===== config.mk =====
export PLATFORM = sky130hd
export DESIGN_NAME = tt_um_seg7_rx
export DESIGN_NICKNAME = d
export VERILOG_FILES = /design/src/rtl/tt_um_seg7_rx_pkg.sv /design/src/rtl/seg7_lookup.sv /design/src/rtl/tt_um_seg7_rx.sv
export SDC_FILE = /design/constraint.sdc
export NUM_CORES = 1
export LEC_CHECK = 0
export ABC_AREA = 1
export CAP_MARGIN = 20
export CORE_AREA = 2 2 73 75
export CTS_CLUSTER_DIAMETER = 30
export DETAILED_ROUTE_END_ITERATION = 12
export DIE_AREA = 0 0 75 77
export GPL_TIMING_DRIVEN = 0
export HOLD_SLACK_MARGIN = 0.03
export PLACE_DENSITY = 0.74
export SYNTH_ARGS = -nofsm -noshare
export SYNTH_HDL_FRONTEND = slang
export SYNTH_SLANG_ARGS = --single-unit

===== constraint.sdc =====
create_clock -name clk -period 1.5 [get_ports clk]
set_input_delay 0.3 -clock clk [delete_from_list [all_inputs] [get_ports clk]]
set_output_delay 0.3 -clock clk [all_outputs]
set_load 0.005 [all_outputs]

===== src/rtl/tt_um_seg7_rx_pkg.sv =====
// tt_um_seg7_rx_pkg: FSM states, hex segment table (gfedcba, bit0 = a) and blank pattern
package tt_um_seg7_rx_pkg;
  typedef enum logic [1:0] {
    IDLE   = 2'd0,
    SETTLE = 2'd1,
    ACCEPT = 2'd2
  } state_t;
  localparam logic [6:0] SEG_HEX [16] = '{
    7'h3F, 7'h06, 7'h5B, 7'h4F, 7'h66, 7'h6D, 7'h7D, 7'h07,
    7'h7F, 7'h6F, 7'h77, 7'h7C, 7'h39, 7'h5E, 7'h79, 7'h71
  };
  localparam logic [6:0] BLANK_PAT = 7'h00;
endpackage


===== src/rtl/seg7_lookup.sv =====
// seg7_lookup: combinational segment pattern decoder
//   pat_i    : 7-bit segment pattern (gfedcba)
//   nibble_o : hex value when hit_o is high, else 0
//   hit_o    : pattern is one of the 16 hex glyphs
//   blank_o  : pattern is all segments off
module seg7_lookup
  import tt_um_seg7_rx_pkg::*;
(
  input  logic [6:0] pat_i,
  output logic [3:0] nibble_o,
  output logic       hit_o,
  output logic       blank_o
);
  always_comb begin
    nibble_o = '0;
    hit_o = 1'b0;
    for (int i = 0; i < 16; i++)
      if (pat_i == SEG_HEX[i]) begin
        nibble_o = 4'(i);
        hit_o = 1'b1;
      end
  end
  assign blank_o = pat_i == BLANK_PAT;
endmodule


===== src/rtl/tt_um_seg7_rx.sv =====
// tt_um_seg7_rx: debounced 7-segment display receiver, decodes the shown hex digit
//   clk, rst_n : clock, asynchronous active-low reset
//   ena, uio_in, ui_in[7] : ignored
//   ui_in[6:0] : segments a..g, active high
//   uo_out     : [3:0] nibble, [4] valid pulse, [5] error, [6] blank, [7] settling
//   uio_out    : accepted-digit count (only with SEG7_RX_COUNT_EN, else 0)
//   uio_oe     : 8'hFF with SEG7_RX_COUNT_EN, else 8'h00
// Optional feature macro: SEG7_RX_COUNT_EN
module tt_um_seg7_rx #(
  parameter int STABLE_CYCLES = 4
) (
  input  logic       clk,
  input  logic       rst_n,
  input  logic       ena,
  input  logic [7:0] ui_in,
  input  logic [7:0] uio_in,
  output logic [7:0] uo_out,
  output logic [7:0] uio_out,
  output logic [7:0] uio_oe
);
  import tt_um_seg7_rx_pkg::*;
  localparam logic [3:0] CNT_LAST = 4'(STABLE_CYCLES - 1);
  logic [6:0] s1_q, s2_q, cand_q, last_q;
  logic [3:0] cnt_q, nibble_q, look_nib;
  logic       settle_q, valid_q, error_q, blank_q, look_hit, look_blank;
  state_t     state_q;
  logic       unused_ok;
  assign unused_ok = &{1'b0, ena, uio_in, ui_in[7]};
  seg7_lookup u_lookup (
    .pat_i   (cand_q),
    .nibble_o(look_nib),
    .hit_o   (look_hit),
    .blank_o (look_blank)
  );
  // Decision is taken on the SETTLE->ACCEPT edge so valid lands in the ACCEPT cycle;
  // ACCEPT itself is a one-cycle dead time before returning to IDLE.
  always_ff @(posedge clk or negedge rst_n) begin
    if (!rst_n) begin
      s1_q     <= '0;
      s2_q     <= '0;
      cand_q   <= '0;
      last_q   <= '0;
      cnt_q    <= '0;
      state_q  <= IDLE;
      settle_q <= 1'b0;
      nibble_q <= '0;
      valid_q  <= 1'b0;
      error_q  <= 1'b0;
      blank_q  <= 1'b1;
    end else begin
      s1_q    <= ui_in[6:0];
      s2_q    <= s1_q;
      valid_q <= 1'b0;
      case (state_q)
        IDLE:
          if (s2_q != cand_q) begin
            cand_q   <= s2_q;
            cnt_q    <= '0;
            state_q  <= SETTLE;
            settle_q <= 1'b1;
          end
        SETTLE:
          if (s2_q != cand_q) begin
            cand_q <= s2_q;
            cnt_q  <= '0;
          end else if (cnt_q == CNT_LAST) begin
            state_q  <= ACCEPT;
            settle_q <= 1'b0;
            // Re-accepting the last pattern (glitch-and-return) leaves outputs untouched.
            if (cand_q != last_q) begin
              last_q  <= cand_q;
              error_q <= !look_hit && !look_blank;
              blank_q <= look_blank;
              if (look_hit) begin
                nibble_q <= look_nib;
                valid_q  <= 1'b1;
              end
            end
          end else begin
            cnt_q <= cnt_q + 4'd1;
          end
        ACCEPT: state_q <= IDLE;
        default: state_q <= IDLE;
      endcase
    end
  end
  assign uo_out = {settle_q, blank_q, error_q, valid_q, nibble_q};
`ifdef SEG7_RX_COUNT_EN
  logic [7:0] count_q;
  always_ff @(posedge clk or negedge rst_n) begin
    if (!rst_n) count_q <= '0;
    else count_q <= count_q + {7'd0, valid_q};
  end
  assign uio_out = count_q;
  assign uio_oe  = 8'hFF;
`else
  assign uio_out = 8'h00;
  assign uio_oe  = 8'h00;
`endif
endmodule


* Yosys cells after proc, flatten, opt, wreduce, memory -nomap -nowiden *
Index checks and enable logic that the tools add are counted.

storage, ports and cells
  flip-flop bits (word level) = 42
  latch bits = 0
  bits in writable memories = 0
  memory bits (read-only) = 0
  input port bits = 19
  output and inout port bits = 24
  word-level logic and storage cells = 98
  memories = 0

cells by class
  $add $sub $neg = 1
  multiply operators = 0
  div/mod/pow operators = 0
  magnitude comparators = 0
  equality and inequality tests = 24
  shift-type cells = 0
  muxes and demuxes = 48
  bitwise gates (word level) = 1
  reduce and logical (&&, ||, !) cells = 13

operators with widths
  operator             count
  $eq 7x7->1 const B   12
  $mux 4               11
  $mux 1               25
  $eq 7x3->1 const B   2
  $eq 7x6->1 const B   2
  $ne 7x7->1           2
  $mux 3               4
  $mux 2               5
  $pmux 4 s2           1
  $reduce_and 4->1     2
  $logic_not 7->1      1
  $ne 2x2->1 const B   3
  $reduce_and 3->1     2
  $reduce_and 5->1     1
  $add 4x1->4 const B  1
  $eq 4x2->1 const B   1
  $pmux 2 s2           1
  $ne 3x3->1 const B   1
  $eq 2x1->1 const B   1
  $logic_not 1->1      2
  $logic_not 2->1      1
  $pmux 1 s2           1
  $reduce_and 2->1     1
  $reduce_bool 2->1    1
  other kinds (3)      3

* Depth between registers and ports, before layout *
  depth in word-level cells = 22
  depth in mapped cells = 12

* Cells and area by module *
Synthesis repeated with hierarchy kept, for this count alone.

unflattened totals
  cell total of the unflattened synthesis = 294
  area total of the unflattened synthesis = 2272.2 µm²

modules (own cells, without submodules)
  module         times used  cells each  area an instance (µm²)  seq. area each (µm²)
  tt_um_seg7_rx  1           224         1945.6                  1052.3
  seg7_lookup    1           70          326.6                   0.0

* Worst setup path after synthesis *
OpenSTA, ideal clock, no wires.

  path kind = register -> register
  from = register cand_q[5]
  to = register last_q[5]
  library setup time = 0.120 ns
  data arrival time = 1.376 ns
  required time = 1.380 ns
  path slack = 0.004 ns
  cell stages (with the launch flop) = 10
  period minus slack after synthesis = 1.496 ns
  path through = dfrtp_1 inv_1 nand2_1 nand2_1 nand3_1 nor2_4 nand4_4 buf_6 nand2_1 o21ai_2

on the way
  word-level cells in the longest chain between the ends = 3
  elaborated cells on any way between the ends = 4
  those cells by class = eq/ne (2); bitwise (1); reduce/logical (1)

ends and longest elaborated chain
  element                            RTL line             source
  start: declaration                 tt_um_seg7_rx.sv:23  logic [6:0] s1_q, s2_q, cand_q, last_q;
  start signal: assignment           tt_um_seg7_rx.sv:57  cand_q <= s2_q;
  start signal: assignment           tt_um_seg7_rx.sv:64  cand_q <= s2_q;
  $ne 7x7->1                         tt_um_seg7_rx.sv:63  if (s2_q != cand_q) begin
  $not 1->1 (no source line)         -
  $reduce_and 4->1 (no source line)  -
  end signal: assignment             tt_um_seg7_rx.sv:71  last_q <= cand_q;
  end: declaration                   tt_um_seg7_rx.sv:23

Parallel ways exist; a longest one is shown, timed or not.
A chain may end at the register's enable or synchronous reset.

* Worst setup path in the final report *
  from = register cand_q[2]
  to = register last_q[3]

on the way
  word-level cells in the longest chain between the ends = 3
  elaborated cells on any way between the ends = 4
  those cells by class = eq/ne (2); bitwise (1); reduce/logical (1)

ends and longest elaborated chain
  element                              RTL line
  $ne 7x7->1                           tt_um_seg7_rx.sv:63
  $not 1->1 (no source line)           -
  $reduce_and 4->1 (no source line) *  -

Mark *: on every way between the ends. The rest lies on a longest branch, timed or not.

==> results.json <==
{
  "status": "complete, but fails checks",
  "violations": "setup timing",
  "start_kind": "flop",
  "ant_nets": 0,
  "r2r_start": "cand_q[2]$_DFFE_PN0P_",
  "insertion_delay_ns": 0.30,
  "area_growth_pct": 50.7,
  "clk_root_buffer_cell": "clkbuf_8",
  "start_util_pct": 45.3,
  "finClkSkew_ns": 0.00998,
  "grt_pass1_wl_mm": 8.45,
  "hpwl_mm": 3.02,
  "setup-violations-final": 21,
  "via_per_inst": 4.80,
  "drt-total-wl_mm": 5.64,
  "io_buffers": 16,
  "wl_per_cell_um": 13.2,
  "reg2reg_depth": 10,
  "multi_input_area_um2": 1240,
  "drt_pass1_iterations": 4,
  "power.density_nw_per_um2": 777,
  "critical_path_class": "flop to flop",
  "worst_slack_ns": -0.189,
  "synth_seq_area_share_pct": 46.6,
  "postLayoutCoreUtil_pct": 68.3,
  "rsz0062_at_grt": "true",
  "cp.arrival_ns": 1.89,
  "clkTransAtPathRegs_ns": 0.09,
  "cts.path.max_buffers": 2,
  "holdWs_ns": 0.353,
  "overflow": 0,
  "antenna_found_initial": 0,
  "critPathRequiredTime_ns": 1.70,
  "synth_cell_type_count": 28,
  "clkSinkCount": 42,
  "critPathLaunch": "cand_q[2]$_DFFE_PN0P_",
  "ir_drop_mv": 0.609,
  "core_area_um2": 4980,
  "synth-seq-cells": 42,
  "die_w_um": 75,
  "synth_top_area_cell": "dfrtp_1",
  "min_path_type": "flop to flop",
  "hold_depth": 0,
  "drt_iter0_markers": 127,
  "power_mw": 2.64,
  "io_pins": 43,
  "gp_congestion": 0.888,
  "cts_tree": "yes",
  "placementRows": 26,
  "timing.final.crit_share_pct": 113,
  "syn_area_um2": 2260,
  "route.detailed.drc": 0,
  "syn_area_per_cell_um2": 8.09,
  "layout-drive-gt1-share_pct": 46.8,
  "cap_viol_max_count": 0,
  "cts-htree-levels": 2,
  "yosys_warnings": 0,
  "cts_buffers": 5,
  "netlist.area_leader.share_pct": 45.5,
  "r2r-end": "last_q[3]$_DFFE_PN0P_",
  "hold_viol_final": 0,
  "synth_cells": 279,
  "die_y_um": 77,
  "grt_usage_pct": 18.9,
  "finalCriticalPeriod_ns": 1.69,
  "worst_setup_path_end_kind": "flop",
  "fmax_mhz": 592,
  "num_antenna_cells": 0,
  "critPathMaxFanout": 6,
  "seqCellArea_um2": 1060,
  "synthTopCellsByArea": "dfrtp_1, nand2_1, buf_4",
  "die-area_um2": 5780,
  "vias": 2049,
  "finalMaxSlewViolations": 0,
  "min_to": "s2_q[1]$_DFF_PN0_",
  "grt_pass1_vias": 1902,
  "hp-start": "s1_q[1]$_DFF_PN0_",
  "fillers": 348,
  "fin_nets": 376,
  "grt_max_degree": 43,
  "r2r_slack_ns": -0.19,
  "p_leak_nw": 1.83
}
==> sequential cells by signal (all words and copies together) (netlist names) <==
signal,flops
cand_q,7
last_q,7
s1_q,7
s2_q,7
cnt_q,4
nibble_q,4
state_q,2
blank_q,1
error_q,1
settle_q,1
valid_q,1
==> cell usage after synthesis <==
library cell,number
dfstp_2,1
nand4_2,1
o21a_1,1
nand3b_1,1
a21oi_1,2
inv_1,28
nand2_2,2
nand4_1,5
o21ai_0,9
nor2_4,3
xor2_1,4
nand4_4,1
o21ai_1,3
nand2_1,84
buf_6,1
buf_2,2
ha_1,1
conb_1,1
a21oi_2,1
inv_2,5
nand3_1,16
buf_4,22
dfrtp_1,41
o31ai_1,1
nor2_1,27
nor3_1,2
xnor2_1,8
o21ai_2,6
==> area by class of cell <==
class | count | area share [%]
clock inverter | 3 | 2.02
clock buffer | 5 | 2.02
tap | 70 | 2.58
buffer | 24 | 5.85
sequential | 42 | 31.1
timing repair buffer | 56 | 15.7
multi-input combinational | 194 | 36.5
inverter | 33 | 4.19
==> report_power, final <==
part | total, mW | leakage (nW) | switching, mW | internal (mW)
clock | 1.08 | 0.0683 | 0.413 | 0.667
combinational | 0.364 | 1.24 | 0.192 | 0.172
sequential | 1.20 | 0.519 | 0.0370 | 1.16
total | 2.64 | 1.83 | 0.642 | 2.00
==> metrics by stage <==
step	setup slack (ns)	instance area, µm²	TNS [ns]	std cells
5_1_grt	-0.271	3400	-4.33	427
4_1_cts	-0.0834	3100	-0.741	415
3_5_place_dp	-0.260	2570	-4.62	381
6_report	-0.189	3400	-2.36	427
2_1_floorplan	0.00424	2310	0	294
3_3_place_gp	-0.896	2560	-40.84	380
==> per-layer routing <==
layer	vias to the layer above	part of all wire, %	global-route usage (%)
met5	-	0	0
met4	0	3.2	7.86
met3	19	4.2	4.60
met2	61	52	29.7
met1	972	41	24.7
li1	997	-	-
==> worst max-delay path by stage <==
stage	endpoint	slack, ns
after floorplan	last_q[5]$_DFFE_PN0P_	0.004
after global placement	last_q[6]$_DFFE_PN0P_	-0.90
after detailed placement	nibble_q[3]$_DFFE_PN0P_	-0.26
after CTS	last_q[4]$_DFFE_PN0P_	-0.08
after global routing	nibble_q[1]$_DFFE_PN0P_	-0.27
final	last_q[3]$_DFFE_PN0P_	-0.19
==> critical path: stages (launching register included) <==
cell and delay, ns:
dfrtp_2 0.45, inv_2 0.08, nand2_2 0.08, nand2_2 0.07, nor2_1 0.09, nand2_1 0.09
nor2_4 0.18, nand4_4 0.22, buf_8 0.21, nand2_2 0.06, o21ai_2 0.05
==> layout by cell type (no fill, tap or decap), drive strengths merged <==
cell           count
nand2             86
dfrtp             41
dfstp              1
nand3b             1
nor3               2
dlymetal6s2s       3
o21a               1
inv               32
nand3             16
nand4              7
clkinv             1
o21ai             18
dlygate4sd2        4
dlygate4sd3        1
conb              16
nor2              30
clkbuf             6
a21oi              3
ha                 1
xor2               4
clkdlybuf4s50      8
buf               63
o31ai              1
bufinv             2
clkinvlp           1
xnor2              8
==> cells by family after synthesis <==
logic type	Yosys count	share of synthesized area [%]
adder cells (fa/ha/maj)	1	0.555
flip-flops	42	46.6
XOR/XNOR	12	4.66
AND/OR/NAND/NOR	142	27.7
buffers and inverters	58	13.8
other	1	0.166
AO/OA/AOI/OAI	23	6.49
==> what timing repair did <==
action	in CTS	in global routing
setup endpoints to repair	31	31
buffers inserted	26	10
hold buffers	1	0
gates cloned	0	2
hold endpoints to repair	41	0
pin swaps	21	24
gates resized for setup	66	60
Note: power is estimated with default switching activity, not from simulation.
